===== src/rtl/ddr100_pkg.sv =====
// Shared definitions for the DDR100 read-capture calibration engine:
// tap count, FSM states and the expected training beat.
package ddr100_pkg;

  localparam int NUM_TAPS = 12;
  localparam int MAX_DQ   = 64;

  typedef enum logic [2:0] {
    S_IDLE,
    S_SETTLE,
    S_REQ,
    S_COLLECT,
    S_NEXT,
    S_ANALYZE,
    S_DONE
  } cal_state_t;

  // Returns {p0, p1}; odd beats swap the true and inverted pattern.
  function automatic logic [2*MAX_DQ-1:0] exp_beat(
    input logic [MAX_DQ-1:0] pat,
    input logic              odd
  );
    exp_beat = odd ? {~pat, pat} : {pat, ~pat};
  endfunction

endpackage


===== src/rtl/ddr100_rd_cal_window.sv =====
// Serial longest-run finder over the 12-tap pass map.
// Ties resolve to the lowest-index run; no wrap-around.
module ddr100_rd_cal_window
  import ddr100_pkg::*;
(
  input  logic                clk,
  input  logic                rst_n,
  input  logic                i_start,
  input  logic [NUM_TAPS-1:0] i_map,
  output logic                o_ready,
  output logic                o_valid,
  output logic [3:0]          o_centre
);

  logic       r_run;
  logic       r_ready;
  logic [3:0] r_idx;
  logic [3:0] r_cur_len;
  logic [3:0] r_cur_start;
  logic [3:0] r_best_len;
  logic [3:0] r_best_start;

  logic [3:0] w_len;
  logic [3:0] w_start;
  logic [3:0] w_half;

  assign w_len   = r_cur_len + 4'd1;
  assign w_start = (r_cur_len == 4'd0) ? r_idx : r_cur_start;
  assign w_half  = (r_best_len - 4'd1) >> 1;

  always_ff @(posedge clk or negedge rst_n) begin
    if (!rst_n) begin
      r_run        <= 1'b0;
      r_ready      <= 1'b0;
      r_idx        <= '0;
      r_cur_len    <= '0;
      r_cur_start  <= '0;
      r_best_len   <= '0;
      r_best_start <= '0;
    end else begin
      r_ready <= 1'b0;
      if (i_start) begin
        r_run        <= 1'b1;
        r_idx        <= '0;
        r_cur_len    <= '0;
        r_best_len   <= '0;
        r_best_start <= '0;
      end else if (r_run) begin
        if (i_map[r_idx]) begin
          r_cur_len   <= w_len;
          r_cur_start <= w_start;
          // strict compare keeps the earliest of equal runs
          if (w_len > r_best_len) begin
            r_best_len   <= w_len;
            r_best_start <= w_start;
          end
        end else begin
          r_cur_len <= '0;
        end
        r_idx <= r_idx + 4'd1;
        if (r_idx == 4'(NUM_TAPS-1)) begin
          r_run   <= 1'b0;
          r_ready <= 1'b1;
        end
      end
    end
  end

  assign o_ready  = r_ready;
  assign o_valid  = (r_best_len != 4'd0);
  assign o_centre = r_best_start + w_half;

endmodule


===== src/rtl/ddr100_rd_cal.sv =====
// Read-capture calibration: sweeps the one-hot rsel window,
// checks a training burst per tap and centres on the widest pass run.
module ddr100_rd_cal
  import ddr100_pkg::*;
#(
  parameter int                  DQ_WIDTH    = 16,
  parameter int                  BURST       = 4,
  parameter int                  SETTLE      = 8,
  parameter int                  TIMEOUT     = 64,
  parameter int                  DEFAULT_TAP = 6,
  parameter logic [DQ_WIDTH-1:0] PATTERN     = 16'hA5C3
) (
  input  logic                clk100m,
  input  logic                phy_rst_n,
  input  logic                cal_start,
  output logic                busy,
  output logic                done,
  output logic                fail,
  output logic [NUM_TAPS-1:0] pass_map,
  output logic                rd_req,
  input  logic                rd_ack,
  input  logic                rd_valid,
  input  logic [DQ_WIDTH-1:0] rdata_p0,
  input  logic [DQ_WIDTH-1:0] rdata_p1,
  output logic [NUM_TAPS-1:0] rsel
);

  localparam int BW = $clog2(BURST + 1);
  localparam int TW = $clog2(TIMEOUT + 1);
  localparam int SW = $clog2(SETTLE + 1);
  localparam logic [NUM_TAPS-1:0] DEF_SEL =
    NUM_TAPS'(1) << DEFAULT_TAP;
  localparam logic [MAX_DQ-1:0] LANE_MASK =
    MAX_DQ'({DQ_WIDTH{1'b1}});

  cal_state_t          r_state;
  logic [3:0]          r_tap;
  logic [SW-1:0]       r_set;
  logic [BW-1:0]       r_beat;
  logic [TW-1:0]       r_to;
  logic                r_err;
  logic                r_busy;
  logic                r_done;
  logic                r_fail;
  logic                r_rd_req;
  logic                r_win_start;
  logic [NUM_TAPS-1:0] r_map;
  logic [NUM_TAPS-1:0] r_rsel;

  logic [2*MAX_DQ-1:0] w_exp;
  logic [MAX_DQ-1:0]   w_diff0;
  logic [MAX_DQ-1:0]   w_diff1;
  logic                w_mis;
  logic                w_win_ready;
  logic                w_win_valid;
  logic [3:0]          w_win_centre;

  assign w_exp   = exp_beat(MAX_DQ'(PATTERN), r_beat[0]);
  assign w_diff0 = w_exp[2*MAX_DQ-1:MAX_DQ] ^ MAX_DQ'(rdata_p0);
  assign w_diff1 = w_exp[MAX_DQ-1:0] ^ MAX_DQ'(rdata_p1);
  assign w_mis   = |(w_diff0 & LANE_MASK) | |(w_diff1 & LANE_MASK);

  ddr100_rd_cal_window u_window (
    .clk      (clk100m),
    .rst_n    (phy_rst_n),
    .i_start  (r_win_start),
    .i_map    (r_map),
    .o_ready  (w_win_ready),
    .o_valid  (w_win_valid),
    .o_centre (w_win_centre)
  );

  always_ff @(posedge clk100m or negedge phy_rst_n) begin
    if (!phy_rst_n) begin
      r_state     <= S_IDLE;
      r_tap       <= '0;
      r_set       <= '0;
      r_beat      <= '0;
      r_to        <= '0;
      r_err       <= 1'b0;
      r_busy      <= 1'b0;
      r_done      <= 1'b0;
      r_fail      <= 1'b0;
      r_rd_req    <= 1'b0;
      r_win_start <= 1'b0;
      r_map       <= '0;
      r_rsel      <= DEF_SEL;
    end else begin
      r_done      <= 1'b0;
      r_win_start <= 1'b0;
      unique case (r_state)
        S_IDLE: begin
          if (cal_start) begin
            r_state <= S_SETTLE;
            r_busy  <= 1'b1;
            r_tap   <= '0;
            r_set   <= '0;
            r_rsel  <= NUM_TAPS'(1);
            r_map   <= '0;
            r_fail  <= 1'b0;
          end
        end
        S_SETTLE: begin
          r_set <= r_set + SW'(1);
          if (r_set == SW'(SETTLE-1)) begin
            r_state  <= S_REQ;
            r_rd_req <= 1'b1;
          end
        end
        S_REQ: begin
          if (rd_ack) begin
            r_state  <= S_COLLECT;
            r_rd_req <= 1'b0;
            r_beat   <= '0;
            r_err    <= 1'b0;
            r_to     <= '0;
          end
        end
        S_COLLECT: begin
          r_to <= r_to + TW'(1);
          if (rd_valid) begin
            r_err  <= r_err | w_mis;
            r_beat <= r_beat + BW'(1);
          end
          if (rd_valid && r_beat == BW'(BURST-1)) begin
            r_state <= S_NEXT;
          end else if (r_to == TW'(TIMEOUT-1)) begin
            r_state <= S_NEXT;
            r_err   <= 1'b1;
          end
        end
        S_NEXT: begin
          r_map[r_tap] <= ~r_err;
          if (r_tap != 4'(NUM_TAPS-1)) begin
            r_tap   <= r_tap + 4'd1;
            r_rsel  <= NUM_TAPS'(1) << (r_tap + 4'd1);
            r_set   <= '0;
            r_state <= S_SETTLE;
          end else begin
            r_state     <= S_ANALYZE;
            r_win_start <= 1'b1;
          end
        end
        S_ANALYZE: begin
          if (w_win_ready) r_state <= S_DONE;
        end
        S_DONE: begin
          r_state <= S_IDLE;
          r_busy  <= 1'b0;
          r_done  <= 1'b1;
          if (w_win_valid) begin
            r_rsel <= NUM_TAPS'(1) << w_win_centre;
          end else begin
            r_rsel <= DEF_SEL;
            r_fail <= 1'b1;
          end
        end
        default: r_state <= S_IDLE;
      endcase
    end
  end

  assign busy     = r_busy;
  assign done     = r_done;
  assign fail     = r_fail;
  assign pass_map = r_map;
  assign rd_req   = r_rd_req;
  assign rsel     = r_rsel;

endmodule


===== config.mk =====
export PLATFORM = sky130hd
export DESIGN_NAME = ddr100_rd_cal
export DESIGN_NICKNAME = d
export VERILOG_FILES = /design/src/rtl/ddr100_pkg.sv /design/src/rtl/ddr100_rd_cal_window.sv /design/src/rtl/ddr100_rd_cal.sv
export SDC_FILE = /design/constraint.sdc
export NUM_CORES = 1
export LEC_CHECK = 0
export ABC_CLOCK_PERIOD_IN_PS = 3200
export CORE_ASPECT_RATIO = 0.8
export CORE_MARGIN = 2
export CORE_UTILIZATION = 30
export CTS_CLUSTER_SIZE = 8
export DETAILED_ROUTE_END_ITERATION = 16
export HOLD_SLACK_MARGIN = 0.15
export PLACE_DENSITY = 0.53
export SLEW_MARGIN = 10
export SYNTH_ARGS = -nofsm -noshare
export SYNTH_HDL_FRONTEND = slang
export SYNTH_SLANG_ARGS = --single-unit
export TNS_END_PERCENT = 30

===== constraint.sdc =====
create_clock -name clk100m -period 3.2 [get_ports clk100m]
set_input_delay 0.64 -clock clk100m [delete_from_list [all_inputs] [get_ports clk100m]]
set_output_delay 0.64 -clock clk100m [all_outputs]
set_load 0.01 [all_outputs]

---- Yosys cells after proc, flatten, opt, wreduce, memory -nomap -nowiden ----
Cells that the tools add are included.
word-level totals
  logic and storage cells ................. 152
  register bits after elaboration ......... 73
cells by class
  reductions and logical operators ........ 28
  magnitude comparators ................... 4
  mux-type cells .......................... 65
  shift-type cells ........................ 2
  bitwise logic cells ..................... 6
  add/subtract/negate cells ............... 8
  eq/ne operators ......................... 19
operators by type and width
  operator                                                     count
  two-way mux 80 bit                                           1
  two-way mux 4 bit                                            17
  two-way mux 12 bit                                           4
  case mux 12 bit (3 select lines)                             1
  OR reduction 16 bit                                          2
  bitwise XOR 16 bit                                           2
  two-way mux 3 bit                                            9
  case mux 12 bit (2 select lines)                             1
  AND reduction 3 bit                                          8
  << shifter 1 x 4 -> 12 bit (first input constant)            2
  two-way mux 1 bit                                            19
  case mux 3 bit (6 select lines)                              1
  adder 4 x 1 -> 4 bit (second input constant)                 4
  case mux 7 bit (2 select lines)                              1
  nonzero test 2 bit                                           7
  bitwise mux 12 bit                                           1
  inequality test 2 bit (second input constant)                6
  case mux 4 bit (3 select lines)                              1
  less-than comparator 4 x 5 -> 1 bit (second input constant)  2
  == test 3 x 2 -> 1 bit (second input constant)               3
  == test 3 bit (second input constant)                        3
  case mux 1 bit (2 select lines)                              4
  case mux 4 bit (2 select lines)                              1
  adder 7 x 1 -> 7 bit (second input constant)                 1
  other kinds (25)                                             31

---- Longest topological paths before layout ----
Gate-level depths: netlist of the first run.
  word-level depth ........................ 9
  gate-level depth with buffers ........... 11

---- Modules after synthesis ----
A second synthesis of the first run with hierarchy kept.
unflattened totals
  cell total of the unflattened synthesis .. 438
  area, all modules ....................... 4,221.5 um^2
by module, submodules not included
  module                cells each  times used  area an instance (um^2)  seq. area each (um^2)
  ddr100_rd_cal         296         1           2,786.4                  1,277.5
  ddr100_rd_cal_window  142         1           1,435.1                  550.5

---- Worst setup path after synthesis of the first run ----
OpenSTA, ideal clock, no wires.
  kind .................................... reg-to-reg
  start ................................... register u_window.r_best_len[0]
  end ..................................... register r_rsel[10] (netlist: rsel[10])
  path slack .............................. 0.909 ns
  setup time .............................. 0.126 ns
  arrival time ............................ 2.165 ns
  cell stages (with the launch flop) ...... 12
  path buffers ............................ 0
  path through ............................ dfrtp_1 > inv_1 > ha_1 > inv_1 > ha_1 > inv_1 > fa_1 > xnor2_1 > nor4_1 > and2_1 > nor2b_1 > a221o_1
on the way
  longest elaborated chain between the ends .. 5
ends and longest elaborated chain
  item                                line                        source
  from (decl)                         ddr100_rd_cal_window.sv:20  logic [3:0] r_best_len;
  from (signal assigned)              ddr100_rd_cal_window.sv:54  r_best_len <= w_len;
  subtractor 4 x 1 -> 4 bit           ddr100_rd_cal_window.sv:29  assign w_half = (r_best_len - 4'd1) >> 1;
  adder 4 x 3 -> 4 bit                ddr100_rd_cal_window.sv:71  assign o_centre = r_best_start + w_half;
  << shifter 1 x 4 -> 12 bit          ddr100_rd_cal.sv:152        r_rsel <= NUM_TAPS'(1) << w_win_centre;
  two-way mux 12 bit *                ddr100_rd_cal.sv:151        if (w_win_valid) begin
  case mux 12 bit (3 select lines) *  ddr100_rd_cal.sv:91         unique case (r_state)
  to (signal assigned)                ddr100_rd_cal.sv:136        r_rsel <= NUM_TAPS'(1) << (r_tap + 4'd1);
  to (signal assigned)                ddr100_rd_cal.sv:152
  to (decl)                           ddr100_rd_cal.sv:48         logic [NUM_TAPS-1:0] r_rsel;
Mark *: on every way between the ends. The rest lies on a longest branch, timed or not.
A chain may end at the register's enable or synchronous reset.

---- Worst setup path after layout of the first run ----
Ends and elaborated chain as after synthesis.

==> results of run 1 <==
[per-layer routing]
layer,global-route usage,part of all wire,vias to the layer above,wire (µm)
li1,-,-,1786,-
met4,0.0529,0.019,0,195
met1,0.204,0.50,1714,5210
met5,0,0,-,0
met2,0.207,0.42,105,4450
met3,0.0489,0.061,14,639
[layout make-up]
type	instances	area, µm²
Tap cell	180	225
Sequential cell	73	1830
Clock buffer	9	225
Inverter	32	120
Timing Repair Buffer	68	668
Fill cell	1354	8330
Multi-Input combinational cell	340	2230
Clock inverter	6	115
[placed cells by master, fill, tap and decap left out, types with 2 or more instances in the layout]
| master | count |
|---|---|
| o21ai_0 | 35 |
| a21o_1 | 5 |
| a211oi_1 | 6 |
| nand2b_1 | 4 |
| a32oi_1 | 4 |
| nor3b_2 | 2 |
| nand4b_1 | 2 |
| nor4_1 | 5 |
| and3_1 | 4 |
| xor2_1 | 8 |
| ha_1 | 21 |
| inv_1 | 32 |
| nor3_1 | 13 |
| nor4bb_1 | 4 |
| a22oi_1 | 2 |
| clkdlybuf4s50_1 | 63 |
| clkbuf_16 | 9 |
| nor2b_1 | 8 |
| mux2i_1 | 9 |
| nor3b_1 | 8 |
| buf_4 | 5 |
| o221ai_1 | 4 |
| xnor2_1 | 4 |
| nand3_1 | 28 |
| o211ai_1 | 2 |
| or3_1 | 2 |
| a22o_1 | 2 |
| dfrtp_1 | 72 |
| mux4_1 | 2 |
| nand4_1 | 9 |
| nand2_1 | 53 |
| and2_1 | 3 |
| a221o_1 | 4 |
| a31oi_1 | 3 |
| nand3b_1 | 5 |
| nor2_1 | 31 |
| mux2_2 | 2 |
| a21oi_1 | 24 |
| bufinv_16 | 3 |
[worst max path at each step]
stage | startpoint | to | slack (ns) | depth (start not counted)
after floorplan | u_window.r_best_len[0] | rsel[10] | 0.91 | 11
after global placement | rdata_p0[2] | r_err | 0.71 | 6
after detailed placement | rdata_p0[2] | r_err | 0.58 | 6
after CTS | u_window.r_best_len[0] | rsel[10] | 0.71 | 10
after global routing | u_window.r_best_len[0] | rsel[10] | 0.43 | 9
final | u_window.r_best_len[0] | rsel[10] | 0.69 | 10
[through the flow]
stage                     instances  worst slack [ns]
after floorplan                 464             0.909
after global placement          693             0.714
after detailed placement        693             0.578
after CTS                       708             0.708
after global routing            708             0.426
final                           708             0.693
[report_power, final]
| group | internal [µW] | leakage [µW] | total [µW] | switching [µW] |
|---|---|---|---|---|
| combinational | 794 | 0.00115 | 1840 | 1050 |
| sequential | 1160 | 0.000975 | 1460 | 301 |
| clock | 761 | 0.000162 | 1170 | 407 |
| total | 2710 | 0.00228 | 4470 | 1750 |
[kinds of logic (layout without fill, tap and decap cells)]
logic type,Yosys count,count (layout)
mux,13,13
compound gates,104,104
flops,73,73
xor+xnor,12,12
fa+ha+maj,22,22
simple gates,189,189
buf+inv,51,115
[worst reg2reg max path, cell delays in order, from the launching register on]
cell and delay, ns:
dfrtp_1 0.39, inv_1 0.06, ha_1 0.28, inv_1 0.06
ha_1 0.16, inv_1 0.06, fa_1 0.52, nor4_1 0.47
and2_1 0.21, nor2b_1 0.13, a221o_1 0.11
==> results.ini, run 1 <==
[yosys]
synth_top_area_cell=dfrtp_1
synth-seq-cells=73
synthMuxAreaShare=0.0387
synthAdderAreaFrac=0.0662
syn_area_per_cell_um2=9.20
syn_nets=523
synth_top_family_by_area=simple AND/OR/NAND/NOR gates
synth-simple-area-share=0.234
ys.flop_type=dfrtp_1
synth.distinct_cells=62
yosys-top-cells-area=dfrtp_1, ha_1, nand2_1, o21ai_0, nand3_1
async_flop_share=1.00
synth_edf_count=0
yosysSeqAreaShare=0.428
synth-xor-area-share=0.0246
synth.cells.most_frequent=dfrtp_1, nand2_1, o21ai_0
synth.top_cell.area_share=0.422
yosysMostFrequentCell=dfrtp_1
syn_area_um2=4270
yosysWarnings=0
synth-compound-area-share=0.159
syn_inst=464

[routing]
viasPerCell=5.11
wl_per_cell_um=14.8
firstDrtPassIters=4
drc=0
dr_total_vias=3619
ant_nets=0
wl_mm=10.5
drt_iter0_markers=254

[clock_tree]
numCtsBuffers=9
clkLatencyLatePin_ns=0.34
cts_setup_buffers=0
max-clock-path-buffers=2
path_clk_slew_ns=0.06
h-tree-depth=3
root_buffer=clkbuf_16
cts_repair_resize_count=0
cts_tree=yes
clock-sinks=73
hold_buffers=0

[setup_path]
r2r_cells=10
worst_path_dominant_cell_family=adder cells
path_max_fanout=6
cp_cell_sequence=inv_1 -> ha_1 -> inv_1 -> ha_1 -> inv_1 -> fa_1 -> nor4_1 -> and2_1 -> nor2b_1 -> a221o_1
cp_common_cell=inv_1
slowest_stage=fa_1
path_class=flop to flop
cp.arrival_ns=2.79
endpoint_kind=flop
critPathLaunchType=flop
critical_path_buf_inv_count=3
timing.rr.start=u_window.r_best_len[0]
reg2reg_to=rsel[10]
critPathRequiredTime_ns=3.48
reg2reg_setup_slack_ns=0.69
slowest_delay_ns=0.52

[sta]
setup_violations=0
tightest_slew_ns=0.936
slew_headroom=0.376
maxSlewViolCount=0
holdWs_ns=0.450
period_share=0.783
clock-skew-final_ns=0.00721
hold_viol_final=0
setup-tns-final_ns=0
rsz0062_at_grt=no
fmax_mhz=399
finalCriticalPeriod_ns=2.51

[final_layout]
finalNetCount=583
fin_util=0.394
drive_gt1_frac=0.0625
diodes=0
syn_to_final_growth_pct=26.8
fin_area_um2=5410

[run]
maxCapViolCount=0

[grt]
grt_pass1_wl_mm=17.5
grt_antenna_before_repair=0
grt_usage=0.146
grt_max_degree=74
grt_pass1_vias=3519
grt.overflow.total=0

[power]
ir_worst_vdd_mv=0.323
power.total_uw=4470
powerDensity_nw_per_um2=825
leakage_uw=0.00228

[floorplan]
start_util=0.311
die_w_um=137
row_count=38
ios=65
fp.coreArea_um2=13700
die_area_um2=15200
die_h_um=111

[status]
status=completed

[place]
post_dp_cell_area_um2=5070
gp_congestion=0.810
port_buffers=64
dp_hpwl_mm=7.73

[hold_path]
worstHoldPathType=input port to asynchronous set/reset pin

Power figures use the tool's default switching activity.
==> run 2: changes to the inputs <==
--- a/config.mk
+++ b/config.mk
@@ -5,14 +5,14 @@
 export SDC_FILE = /design/constraint.sdc
 export NUM_CORES = 1
 export LEC_CHECK = 0
-export ABC_CLOCK_PERIOD_IN_PS = 3200
+export ABC_CLOCK_PERIOD_IN_PS = 2100
 export CORE_ASPECT_RATIO = 0.8
 export CORE_MARGIN = 2
 export CORE_UTILIZATION = 30
 export CTS_CLUSTER_SIZE = 8
 export DETAILED_ROUTE_END_ITERATION = 16
 export HOLD_SLACK_MARGIN = 0.15
-export PLACE_DENSITY = 0.53
+export PLACE_DENSITY = 0.55
 export SLEW_MARGIN = 10
 export SYNTH_ARGS = -nofsm -noshare
 export SYNTH_HDL_FRONTEND = slang
==> constraint.sdc (replaced) <==
create_clock -name clk100m -period 2.1 [get_ports clk100m]
set_input_delay 0.42 -clock clk100m [delete_from_list [all_inputs] [get_ports clk100m]]
set_output_delay 0.42 -clock clk100m [all_outputs]
set_load 0.01 [all_outputs]
==> run 2 against run 1 <==
Against the previous run: the flow now finishes with violations (setup timing); maximum frequency rose by 10%; cell area rose by 8.5%; via count rose by 5.1%; count of clock-buffer cells in the layout rose by 4; core utilization rose by 3.3 points; power rose by 72%; wire length rose by 5.7%; hold slack improved by 0.024 ns.
==> results.ini, run 2 (synthesis results as in run 1) <==
[status]
status=finished with violations
violations=setup timing

[sta]
rsz0062_at_grt=yes
clock-skew-final_ns=0.00408
setup-tns-final_ns=-0.994
holdWs_ns=0.474
period_share=1.08
slew_headroom=0.640
tightest_slew_ns=0.538
setup_violations=11
finalCriticalPeriod_ns=2.27
hold_viol_final=0
fmax_mhz=441
timing.final.ws_setup_ns=-0.170
maxSlewViolCount=0

[floorplan]
row_count=38
fp.coreArea_um2=13700
die_w_um=137
die_area_um2=15200
start_util=0.311
ios=65
die_h_um=111

[power]
leakage_uw=0.00250
ir_worst_vdd_mv=0.631
powerDensity_nw_per_um2=1310
power.total_uw=7670

[grt]
grt_pass1_vias=3759
grt_busiest_layer=met2
grt_max_degree=48
grt_antenna_before_repair=0
met3_usage=0.0448
met2_usage=0.237
met1_usage=0.212
grt_pass1_wl_mm=18.6
grt_usage=0.155
grt.overflow.total=0

[routing]
dr_total_vias=3802
drt_iter0_markers=195
viasPerCell=5.07
firstDrtPassIters=4
wl_per_cell_um=14.8
wl_mm=11.1
ant_nets=0
drc=0

[run]
maxCapViolCount=0

[final_layout]
syn_to_final_growth_pct=37.5
diodes=0
finalNetCount=625
layout_commonest_cell=dfrtp_1
drive_gt1_frac=0.181
fin_area_um2=5870
final_cell_mix=dfrtp_1, clkdlybuf4s50_1, nand2_1, buf_4, o21ai_0

[setup_path]
path_class=flop to flop
endpoint_kind=flop
critPathRequiredTime_ns=2.32
cp.arrival_ns=2.49
path_max_fanout=3
critPathLaunchType=flop

[clock_tree]
cts_tree=yes
h-tree-depth=3
max-clock-path-buffers=2
clock-sinks=73
numCtsBuffers=9
clkLatencyLatePin_ns=0.34
root_buffer=clkbuf_16
path_clk_slew_ns=0.06

[hold_path]
worstHoldPathType=flop to flop

[place]
post_dp_cell_area_um2=5340
dp_hpwl_mm=8.20
port_buffers=64
gp_congestion=0.798
dp_slack_ns=-0.243

==> run 2: changes by cell type in the layout (fill, tap and decap cells not counted), moves of 3 or more <==
cell       previous run  this run
ha_4                  0         4
buf_6                 0         3
buf_4                 5        41
inv_2                 0         6
bufinv_16             3         0
inv_1                32        26
clkbuf_8              0         3
xor2_1                8         5
ha_1                 21        16
==> run 2: final cells by class <==
cell class / instances / area [µm²]
sequential: 73 / 1830
clock buffer: 13 / 270
clock inverter: 2 / 12.5
multi-input combinational: 340 / 2410
timing repair buffer: 110 / 1010
fill: 1278 / 7870
tap: 180 / 225
inverter: 32 / 120
==> run 2: path summary, 6_finish.rpt <==
| kind | slack, ns | cells past startpoint | endpoint | startpoint |
|---|---|---|---|---|
| min in group asynchronous | 0.55 | 2 | u_window.r_best_len[3] | phy_rst_n |
| worst max register to register | -0.17 | 11 | rsel[10] | u_window.r_best_len[1] |
| max in group asynchronous | 0.97 | 3 | r_to[2] | phy_rst_n |
| worst min-delay path | 0.47 | 2 | busy | busy |
| worst max-delay path | -0.17 | 11 | rsel[10] | u_window.r_best_len[1] |
| worst min register to register | 0.47 | 2 | busy | busy |
==> run 2: repair_timing <==
item | in CTS | in global routing
gates resized for setup | 23 | 15
endpoints found under the setup margin | 16 | 25
pin swaps | 19 | 16
gates cloned | 1 | 0
hold buffers | 1 | 0
buffers inserted | 6 | 2
hold endpoints to repair | 25 | 0
==> run 2: where the power goes <==
part,switching (µW),total (µW),internal (µW)
clock network,566,1450,888
logic,2150,4070,1920
registers,379,2150,1770
total,3090,7670,4580
==> run 2: worst max-delay path, cell delays in order (launching register included) <==
cell and delay [ns]:
dfrtp_1 0.38, inv_2 0.09, ha_4 0.15, xor2_2 0.15, buf_4 0.13, inv_2 0.03
fa_2 0.39, xnor2_2 0.23, nor4_4 0.07, and2_4 0.16, nor2b_1 0.12, a221o_1 0.25
==> run 2: stage by stage <==
| stage | instances | util |
|---|---|---|
| after floorplan | 464 | - |
| after global placement | 725 | 0.389 |
| after detailed placement | 725 | 0.389 |
| after CTS | 748 | 0.422 |
| after global routing | 750 | 0.427 |
| final | 750 | 0.427 |
==> run 2: layer usage <==
layer / part of all wire / wire [µm]
met5: 0 / 0
met4: 0.010 / 115
met1: 0.47 / 5240
met2: 0.46 / 5070
met3: 0.060 / 662
